==> src/rtl/decoder_pipe_pkg.sv <==
// -----------------------------------------------------------------------------
// decoder_pkg
//   Shared definitions for the registered binary decoder:
//   - mode encodings
//   - buffer occupancy state type
//   - decode_word(): combinational code -> word decode with error detection
// -----------------------------------------------------------------------------
package decoder_pkg;

    localparam logic [1:0] MODE_ONEHOT   = 2'b00;
    localparam logic [1:0] MODE_THERM    = 2'b01;
    localparam logic [1:0] MODE_ONEHOT_N = 2'b10;
    localparam logic [1:0] MODE_RSVD     = 2'b11;

    // Widest output word decode_word() can build. Callers take the low
    // OUT_W bits of the result.
    localparam int MAX_OUT_W = 64;

    typedef enum logic [1:0] {
        OCC_EMPTY = 2'd0,
        OCC_ONE   = 2'd1,
        OCC_TWO   = 2'd2
    } occ_t;

    typedef struct packed {
        logic                 err;
        logic [MAX_OUT_W-1:0] word;
    } dec_res_t;

    // Decode one code for an output word of out_w bits. Out-of-range codes
    // and the reserved mode flag err and produce the inactive word: all-1
    // for active-low one-hot, all-0 otherwise. Bits at and above out_w are 0.
    function automatic dec_res_t decode_word(input logic [31:0] code,
                                             input logic [1:0]  mode,
                                             input int          out_w);
        dec_res_t res;
        res.err  = (code >= 32'(out_w)) || (mode == MODE_RSVD);
        res.word = '0;
        for (int i = 0; i < MAX_OUT_W; i++) begin
            if (i < out_w) begin
                if (res.err) begin
                    res.word[i] = (mode == MODE_ONEHOT_N);
                end else begin
                    case (mode)
                        MODE_ONEHOT:   res.word[i] = (32'(i) == code);
                        MODE_THERM:    res.word[i] = (32'(i) <= code);
                        MODE_ONEHOT_N: res.word[i] = (32'(i) != code);
                        default:       res.word[i] = 1'b0;
                    endcase
                end
            end
        end
        return res;
    endfunction

endpackage

==> src/rtl/decoder_pipe_if.sv <==
// -----------------------------------------------------------------------------
// decoder_pipe_if
//   Handshake bundle for decoder_pipe.
//   Input side : in_valid, in_ready, in_code[IN_W], mode[2]
//   Output side: out_valid, out_ready, y[OUT_W]
//   Error      : err_clr, err_code
//   master = producer/consumer driving the block, slave = decoder_pipe.
// -----------------------------------------------------------------------------
interface decoder_pipe_if #(
    parameter int IN_W  = 3,
    parameter int OUT_W = 8
);
    logic             in_valid;
    logic             in_ready;
    logic [IN_W-1:0]  in_code;
    logic [1:0]       mode;
    logic             out_valid;
    logic             out_ready;
    logic [OUT_W-1:0] y;
    logic             err_clr;
    logic             err_code;

    modport master (
        output in_valid, in_code, mode, out_ready, err_clr,
        input  in_ready, out_valid, y, err_code
    );

    modport slave (
        input  in_valid, in_code, mode, out_ready, err_clr,
        output in_ready, out_valid, y, err_code
    );
endinterface

==> src/rtl/decoder_pipe_fifo2.sv <==
// -----------------------------------------------------------------------------
// dec_fifo2
//   Two-entry first-word-fall-through buffer. dout always shows the head
//   entry; it resets to 0.
//   clk   : clock, rising edge
//   rst   : asynchronous reset, active-low
//   push  : write din (ignored when full)
//   din   : write data [W]
//   pop   : drop head entry (ignored when empty)
//   dout  : head entry [W]
//   full  : two entries held
//   empty : no entries held
// -----------------------------------------------------------------------------
module dec_fifo2
    import decoder_pkg::*;
#(
    parameter int W = 8
) (
    input  logic         clk,
    input  logic         rst,
    input  logic         push,
    input  logic [W-1:0] din,
    input  logic         pop,
    output logic [W-1:0] dout,
    output logic         full,
    output logic         empty
);

    occ_t         occ_reg,  occ_next;
    logic [W-1:0] head_reg, head_next;
    logic [W-1:0] tail_reg, tail_next;

    always_ff @(posedge clk or negedge rst) begin
        if (!rst) begin
            occ_reg  <= OCC_EMPTY;
            head_reg <= '0;
            tail_reg <= '0;
        end else begin
            occ_reg  <= occ_next;
            head_reg <= head_next;
            tail_reg <= tail_next;
        end
    end

    always_comb begin
        occ_next  = occ_reg;
        head_next = head_reg;
        tail_next = tail_reg;
        case (occ_reg)
            OCC_EMPTY: begin
                if (push) begin
                    head_next = din;
                    occ_next  = OCC_ONE;
                end
            end
            OCC_ONE: begin
                if (push && pop) begin
                    // Head leaves and the new word replaces it directly.
                    head_next = din;
                end else if (push) begin
                    tail_next = din;
                    occ_next  = OCC_TWO;
                end else if (pop) begin
                    occ_next  = OCC_EMPTY;
                end
            end
            OCC_TWO: begin
                if (pop) begin
                    head_next = tail_reg;
                    occ_next  = OCC_ONE;
                end
            end
            default: begin
                occ_next = OCC_EMPTY;
            end
        endcase
    end

    assign dout  = head_reg;
    assign full  = (occ_reg == OCC_TWO);
    assign empty = (occ_reg == OCC_EMPTY);

endmodule

==> src/rtl/decoder_pipe.sv <==
// -----------------------------------------------------------------------------
// decoder_pipe
//   Registered binary decoder: IN_W-bit code -> OUT_W-bit word, with
//   runtime mode (one-hot / thermometer / active-low one-hot), valid/ready
//   on both sides through a 2-entry buffer, and a sticky error flag.
//   clk : clock, rising edge
//   rst : asynchronous reset, active-low
//   bus : decoder_pipe_if.slave (in_valid/in_ready/in_code/mode,
//         out_valid/out_ready/y, err_clr/err_code)
//   Parameters: IN_W >= 1, 2 <= OUT_W <= min(2**IN_W, MAX_OUT_W).
// -----------------------------------------------------------------------------
module decoder_pipe
    import decoder_pkg::*;
#(
    parameter int IN_W  = 3,
    parameter int OUT_W = 8
) (
    input  logic           clk,
    input  logic           rst,
    decoder_pipe_if.slave  bus
);

    dec_res_t         dec_res;
    logic [OUT_W-1:0] dec_word;
    logic             push;
    logic             pop;
    logic             full;
    logic             empty;
    logic             err_reg, err_next;

    // Decode straight off the input; only the finished word is stored, so
    // mode is captured per push along with the code.
    assign dec_res  = decode_word(32'(bus.in_code), bus.mode, OUT_W);
    assign dec_word = dec_res.word[OUT_W-1:0];

    generate
        if (OUT_W < MAX_OUT_W) begin : g_unused_hi
            logic unused_word_hi;
            assign unused_word_hi = ^dec_res.word[MAX_OUT_W-1:OUT_W];
        end
    endgenerate

    // in_ready depends only on the buffer state register, never on in_valid.
    assign push = bus.in_valid & ~full;
    assign pop  = ~empty & bus.out_ready;

    dec_fifo2 #(
        .W (OUT_W)
    ) u_fifo (
        .clk   (clk),
        .rst   (rst),
        .push  (push),
        .din   (dec_word),
        .pop   (pop),
        .dout  (bus.y),
        .full  (full),
        .empty (empty)
    );

    // Set has priority over clear when both land on the same edge.
    always_comb begin
        err_next = err_reg;
        if (bus.err_clr) begin
            err_next = 1'b0;
        end
        if (push && dec_res.err) begin
            err_next = 1'b1;
        end
    end

    always_ff @(posedge clk or negedge rst) begin
        if (!rst) begin
            err_reg <= 1'b0;
        end else begin
            err_reg <= err_next;
        end
    end

    assign bus.in_ready  = ~full;
    assign bus.out_valid = ~empty;
    assign bus.err_code  = err_reg;

endmodule

==> src/flat_wrapper.sv <==
// flat-port wrapper written by rule: the top's interface ports become plain ports
module decoder_pipe_flat import decoder_pkg::*;
#(
    parameter int IN_W  = 3,
    parameter int OUT_W = 8
)
  (clk, rst, bus_in_valid, bus_in_code, bus_mode, bus_out_ready, bus_err_clr, bus_in_ready, bus_out_valid, bus_y, bus_err_code);
  decoder_pipe_if #(.IN_W(IN_W), .OUT_W(OUT_W)) bus_i ();
  input  logic clk;
  input  logic rst;
  input wire logic [$bits(bus_i.in_valid)-1:0] bus_in_valid;
  input wire logic [$bits(bus_i.in_code)-1:0] bus_in_code;
  input wire logic [$bits(bus_i.mode)-1:0] bus_mode;
  input wire logic [$bits(bus_i.out_ready)-1:0] bus_out_ready;
  input wire logic [$bits(bus_i.err_clr)-1:0] bus_err_clr;
  output wire logic [$bits(bus_i.in_ready)-1:0] bus_in_ready;
  output wire logic [$bits(bus_i.out_valid)-1:0] bus_out_valid;
  output wire logic [$bits(bus_i.y)-1:0] bus_y;
  output wire logic [$bits(bus_i.err_code)-1:0] bus_err_code;
  assign bus_i.in_valid = bus_in_valid;
  assign bus_i.in_code = bus_in_code;
  assign bus_i.mode = bus_mode;
  assign bus_i.out_ready = bus_out_ready;
  assign bus_i.err_clr = bus_err_clr;
  assign bus_in_ready = bus_i.in_ready;
  assign bus_out_valid = bus_i.out_valid;
  assign bus_y = bus_i.y;
  assign bus_err_code = bus_i.err_code;
  decoder_pipe #(.IN_W(IN_W), .OUT_W(OUT_W)) u_core (.clk(clk), .rst(rst), .bus(bus_i));
endmodule
==> config.mk <==
export PLATFORM = sky130hd
export DESIGN_NAME = decoder_pipe_flat
export DESIGN_NICKNAME = d
export VERILOG_FILES = /design/src/rtl/decoder_pipe_pkg.sv /design/src/rtl/decoder_pipe_if.sv /design/src/rtl/decoder_pipe_fifo2.sv /design/src/rtl/decoder_pipe.sv /design/src/flat_wrapper.sv
export SDC_FILE = /design/constraint.sdc
export NUM_CORES = 1
export LEC_CHECK = 0
export ABC_AREA = 1
export BUFFER_PORTS_ARGS = -buffer_cell sky130_fd_sc_hd__buf_2
export CAP_MARGIN = 20
export CORE_AREA = 3 3 51 53
export CTS_CLUSTER_SIZE = 24
export DETAILED_ROUTE_END_ITERATION = 10
export DIE_AREA = 0 0 54 56
export PLACE_DENSITY = 0.87
export SETUP_SLACK_MARGIN = 0.1
export SYNTH_ARGS = -nofsm -noshare
export SYNTH_HDL_FRONTEND = slang
export SYNTH_SLANG_ARGS = --single-unit
==> constraint.sdc <==
create_clock -name clk -period 1.5 [get_ports clk]
set_input_delay 0.15 -clock clk [delete_from_list [all_inputs] [get_ports clk]]
set_output_delay 0.15 -clock clk [all_outputs]
set_load 0.05 [all_outputs]
==> results of run 1 <==
## cells in the final DEF (no fill, tap or decap), types with 3 or more instances in the layout
cell	instances
nand2_1	57
nand3_1	21
buf_2	19
dfrtp_1	18
nor2_1	12
inv_2	8
nand4_1	8
inv_1	5
nor3_1	4
buf_4	4
a31oi_1	3
or2_2	3
clkbuf_4	3
## worst max-delay path, delay by kind of cell, from the launching register on
family | cells | cell delay (ns)
DFF | 1 | 0.44
buffers and inverters | 2 | 0.37
and+or+nand+nor | 1 | 0.14
## where the power goes
group | total (mW) | internal (mW) | switching (mW) | leakage, nW
sequential | 0.868 | 0.735 | 0.133 | 0.233
combinational | 1.34 | 0.372 | 0.963 | 0.477
clock | 0.258 | 0.0990 | 0.159 | 0.0177
## final timing paths
path | cells after the start | start | slack (ns) | to
max in group asynchronous | 2 | rst | 0.89 | u_core.u_fifo.occ_reg[1]
setup reg to reg | 5 | u_core.u_fifo.occ_reg[0] | 0.23 | u_core.u_fifo.dout[0]
hold / removal | 2 | bus_err_clr | 0.03 | u_core.bus.err_code
hold reg to reg | 2 | u_core.u_fifo.dout[6] | 0.49 | u_core.u_fifo.dout[6]
min in group asynchronous | 2 | rst | 0.30 | u_core.u_fifo.dout[5]
setup / recovery | 3 | u_core.u_fifo.occ_reg[0] | 0.1 | bus_in_ready
## through the flow
stage,utilization (%),power [mW]
2_1_floorplan,-,1.892
3_3_place_gp,58.77,2.115
3_5_place_dp,58.77,2.183
4_1_cts,60.82,2.453
5_1_grt,61.91,2.651
6_report,61.91,2.462
## area by class of cell
type | count | area (µm²) | share of cell area (%)
multi-input cells | 121 | 626.9 | 46.22
well taps | 28 | 35.03 | 2.583
inverters | 14 | 55.05 | 4.059
clock inverters | 1 | 5.005 | 0.3690
repair buffers | 24 | 135.1 | 9.963
clock buffers | 3 | 22.52 | 1.661
flip-flops and latches | 19 | 476.7 | 35.15
## kinds of logic after synthesis
logic type | count (synthesis) | synth area share [%]
AND/OR/NAND/NOR | 113 | 46.25
flip-flops | 19 | 40.13
buffers and inverters | 19 | 7.392
AO/OA/AOI/OAI | 8 | 6.231
## routing by layer
layer  wire (µm)  GRT usage, %
met5           0             0
met3         154         2.949
met4           8         6.406
met2        1344         32.70
met1        1100         24.25
## repair_timing
action,4_1_cts,5_1_grt
setup buffers,0,3
setup endpoints to repair,1,6
hold buffers,1,0
hold endpoints to repair,19,0
gates resized for setup,2,1
==> key figures, run 1 <==
Yosys
  – Syn_area_per_cell: 7.452 µm²
  – Synth Cell Area: 1185 µm²
  – Synth area leaders: dfrtp_1 (40%), nand2_1 (18%), nand3_1 (8.9%)
  – Post-synth EDFFs: 0
  – Top cell type's share of synthesized area: around two fifths
  – Synth area leader: dfrtp_1
  – Most common cell in the netlist: nand2_1
  – Synthesized flop and latch total: 19
  – Seq/Total Area, Yosys: roughly 40%
  – Synth Instances: roughly 160
  – Post-synth ARST share: 100.0%
  – Synth cell count leaders: nand2_1 (57), nand3_1 (21), dfrtp_1 (19)
  – Syn. warnings: 0
  – Net Count, Synth: 169
  – Distinct cell type count after synthesis: 23
  – Top FF cell, synth: dfrtp_1

Hold path
  – Worst Hold Class: in -> reg

Critical path
  – Setup crit end kind: primary output
  – Worst EP required: about 1.4 ns
  – CP max FO: 17
  – Startpoint Class: flop
  – Slowest cell on crit path: dfrtp_1
  – Critical Path Max Stage Delay: roughly 0.44 ns
  – Crit-path cells: inv_2 > nand2_4 > buf_4
  – Crit path DAT: 1.25 ns
  – WS Path Type: reg -> out

Detailed routing
  – Post-DRT Antenna Nets: 0
  – WL/cell: between 10 and 15 µm
  – 1st-pass router iterations: 6
  – Vias per cell: ~5.4
  – Number of DRC markers in iteration 0: 17
  – Remaining DRCs: 0
  – Via count: 1133
  – Final wirelength: 2607 µm

CTS
  – Clock buffer depth: 2
  – Root Driver: clkbuf_4
  – Clock latency on the worst-skew pair: a little under 0.3 ns
  – CTS tree: yes
  – # clock sinks: 19
  – Clock Pin Slew Worst Setup and Hold Paths: 0.11 ns
  – TritonCTS Buffers: 3
  – CTS H-Tree Depth: 1

Global route
  – Gr ovfl total: 0
  – Vias in the first global route: approximately 1100
  – First-pass GRT wire length: between 4000 and 5000 µm
  – Antenna violations before repair: 0
  – Total GRT Usage: approximately 19%
  – Largest net degree at the start of global routing: 20

Timing
  – Final Hold Fails: 0
  – Setup ws final: between 0.09 and 0.1 ns
  – Worst clock skew: 0.005239 ns
  – Setup tns final: 0 ns
  – Tcrit/Tclk final: between 90% and 100%
  – Period minus WS final: 1.401 ns
  – Slew Limit Fails: 0
  – Worst slew pin tran: 0.4108 ns
  – Slew headroom: between 70% and 80%
  – RSZ-0062 raised after global routing: yes
  – Final setup vio count: 0
  – Worst hold slack: 0.03192 ns
  – F_max: 713.6 MHz

Placement
  – DP Worst Slack: roughly 0.16 ns
  – Port bufs: 20
  – Hpwl dp: between 2000 and 2500 µm
  – GP Congestion: slightly above 0.9
  – Placement Cell Area: about 1300 µm²
  – Placed Cells: ~200

Cells and area
  – # diodes: 0
  – Area grow syn2layout: 14.47%
  – Nets: slightly below 200
  – Final instance area: between 1000 and 1500 µm²
  – Layout cells sized above 1: between 20% and 30%
  – Fin cells: 210
  – # fillers: 208

Power
  – PD cells: between 1500 and 2000 nW/µm²
  – Leakage: 0.7274 nW
  – Peak supply drop: roughly 1.0 mV

Floorplanning
  – FP Rows: 17
  – Core area: around 2200 µm²
  – Initial Utilization: between 50% and 60%
  – DIE AREA: 3024 µm²
  – Die Ht: around 56 µm
  – Die width: about 54 µm
  – IO Count: 21

Job
  – Max-Cap Viols: 0

Run status
  – Outcome: finished clean
(Power assumes the default switching activity.)
==> run 2, diff against run 1 <==
--- a/config.mk
+++ b/config.mk
@@ -12,7 +12,9 @@
 export CTS_CLUSTER_SIZE = 24
 export DETAILED_ROUTE_END_ITERATION = 10
 export DIE_AREA = 0 0 54 56
+export HOLD_SLACK_MARGIN = 0.06
 export PLACE_DENSITY = 0.87
+export REMOVE_ABC_BUFFERS = 1
 export SETUP_SLACK_MARGIN = 0.1
 export SYNTH_ARGS = -nofsm -noshare
 export SYNTH_HDL_FRONTEND = slang
==> run 2 against run 1 <==
Sequential power about the same. Flip-flop and latch count unchanged. Global-route usage is 0.17 points lower. Sequential share of layout area decreased by 0.85 points. Die area stayed put. Setup slack gained 0.050 ns. Core utilization grew 1.5 points. Critical path depth is the same. Total power is 1.6% higher. Count of clock-buffer cells in the layout unchanged. Worst hold slack improved by 0.14 ns.
==> key figures, run 2 (same netlist as run 1, synthesis figures left out) <==
Run status
  – Outcome: finished clean

Floorplanning
  – FP Rows: 17 (unchanged)
  – Die width: 54 µm (unchanged)
  – IO Count: 21 (unchanged)
  – Core area: 2191 µm² (unchanged)
  – Die Ht: 56 µm (unchanged)
  – Initial Utilization: 54.08% (unchanged)
  – DIE AREA: 3024 µm² (unchanged)

Placement
  – GP Congestion: 0.9304 (+0.78%)
  – DP Worst Slack: 0.1697 ns (+0.005403 ns)
  – Hpwl dp: 1969 µm (-4.2%)
  – Port bufs: 20 (unchanged)

Critical path
  – Slowest cell on crit path: dfrtp_1
  – Crit-path cells: inv_2 > nand2_4 > buf_6
  – CP max FO: 17 (unchanged)
  – Setup crit end kind: primary output
  – Crit path DAT: 1.20 ns (-0.05 ns)
  – WS Path Type: reg -> out
  – Worst EP required: 1.35 ns (about the same)
  – Critical Path Max Stage Delay: 0.44 ns (about the same)
  – Startpoint Class: flop

Detailed routing
  – Number of DRC markers in iteration 0: 38 (+21)
  – 1st-pass router iterations: 4 (-2)
  – Vias per cell: 5.283 (-2.1%)
  – Remaining DRCs: 0 (unchanged)
  – Via count: 1120 (-1.1%)
  – Final wirelength: 2562 µm (-1.7%)
  – WL/cell: 12.08 µm (-2.7%)
  – Post-DRT Antenna Nets: 0 (unchanged)

Power
  – PD cells: 1800 nW/µm² (-0.84%)
  – Peak supply drop: 0.8685 mV (-15%)
  – Power Total: 2.502 mW (+1.6%)
  – Leakage: 0.7408 nW (+1.8%)

Global route
  – Met2 usage: 30.10% (-2.6 points)
  – Gr busiest metal: met2
  – Gr ovfl total: 0 (unchanged)
  – Vias in the first global route: 1012 (-8.3%)
  – Largest net degree at the start of global routing: 20 (unchanged)
  – Total GRT Usage: 19.16% (-0.17 points)
  – Met1 Resource Use GR: 26.54% (+2.3 points)
  – First-pass GRT wire length: 4457 µm (-1.8%)
  – Routing usage on met3: 2.413% (-0.54 points)
  – Antenna violations before repair: 0 (unchanged)

CTS
  – Clock Pin Slew Worst Setup and Hold Paths: 0.11 ns (about the same)
  – # clock sinks: 19 (unchanged)
  – Clock latency on the worst-skew pair: 0.30 ns (about the same)
  – TritonCTS Buffers: 3 (unchanged)
  – Root Driver: clkbuf_4
  – CTS tree: yes
  – Clock buffer depth: 2 (unchanged)
  – CTS H-Tree Depth: 1 (unchanged)

Timing
  – Final Hold Fails: 0 (unchanged)
  – Worst clock skew: 0.003349 ns (-0.001890 ns)
  – Slew headroom: 72.19% (-0.43 points)
  – Setup tns final: 0 ns (unchanged)
  – Worst slew pin tran: 0.4172 ns (+0.006405 ns)
  – Tcrit/Tclk final: 90.07% (-3.4 points)
  – RSZ-0062 raised after global routing: yes
  – F_max: 740.2 MHz (+3.7%)
  – Period minus WS final: 1.351 ns (-0.05030 ns)
  – Worst hold slack: 0.1758 ns (+0.1439 ns)
  – Setup ws final: 0.1489 ns (+0.05030 ns)
  – Final setup vio count: 0 (unchanged)
  – Slew Limit Fails: 0 (unchanged)

Cells and area
  – # diodes: 0 (unchanged)
  – Layout cells sized above 1: 27.72% (+0.24 points)
  – Leading cell type in the layout, fill and taps excluded: nand2_1
  – Commonest cells after routing, fill and taps aside: nand2_1 (57), nand3_1 (21), buf_2 (19), dfrtp_1 (18), nor2_1 (12)
  – Nets: 195 (+1.0%)
  – Area grow syn2layout: 17.32%
  – # fillers: 195 (-6.3%)

Hold path
  – Worst Hold Class: in -> reg

Job
  – Max-Cap Viols: 0 (unchanged)
## run 2: cell count changes in the layout (fill, tap and decap cells not counted)
cell and delta:
buf_12 +1, buf_4 -1, buf_6 +1, dlygate4sd3_1 +1
## run 2: layout make-up
cell class / instances / area (µm²) / share of cell area, %
Multi-Input combinational cell: 121 / 626.9 / 45.09
Sequential cell: 19 / 476.7 / 34.29
Timing Repair Buffer: 26 / 168.9 / 12.15
Inverter: 14 / 55.05 / 3.960
Tap cell: 28 / 35.03 / 2.520
Clock buffer: 3 / 22.52 / 1.620
Clock inverter: 1 / 5.005 / 0.3600
## run 2: repair_timing
action	CTS	global route
resized for setup	2	2
endpoints found under the setup margin	1	6
gates cloned	0	0
setup buffers	1	3
hold endpoints to repair	20	0
hold buffers	2	0
pin swaps	0	1
## run 2: path summary, 6_finish.rpt
check,from,end,slack [ns],cells after the start
max in group asynchronous,rst,u_core.u_fifo.occ_reg[1],0.88,2
worst max register to register,u_core.u_fifo.occ_reg[0],u_core.u_fifo.dout[3],0.19,7
worst min-delay path,bus_in_valid,u_core.bus.err_code,0.18,3
min in group asynchronous,rst,u_core.u_fifo.dout[2],0.31,2
worst max-delay path,u_core.u_fifo.occ_reg[0],bus_in_ready,0.15,3
worst min register to register,u_core.u_fifo.dout[0],u_core.u_fifo.dout[0],0.50,2
## run 2: stage by stage
step	util (%)	area [µm²]	cells
floorplan	-	1152	154
global placement	58.77	1287	202
detailed placement	58.77	1287	202
CTS	61.62	1350	209
global route	63.45	1390	212
finish	63.45	1390	212
## run 2: critical path: cells and delay by family, from the launching register on
family	cells	cell delay, ns
flops	1	0.44
buf+inv	2	0.32
simple gates	1	0.14
## run 2: power by group
part / leakage [nW] / internal [mW] / switching (mW)
registers: 0.233 / 0.735 / 0.135
clock network: 0.0177 / 0.0995 / 0.161
logic: 0.490 / 0.406 / 0.965
total: 0.741 / 1.24 / 1.26
## run 2: per-layer routing
layer	routed length, µm	share of wire (%)	vias to the layer above
met5	0	0	-
met3	117	4.6	3
li1	-	-	571
met1	1110	43	511
met2	1304	51	35
met4	30	1.2	0
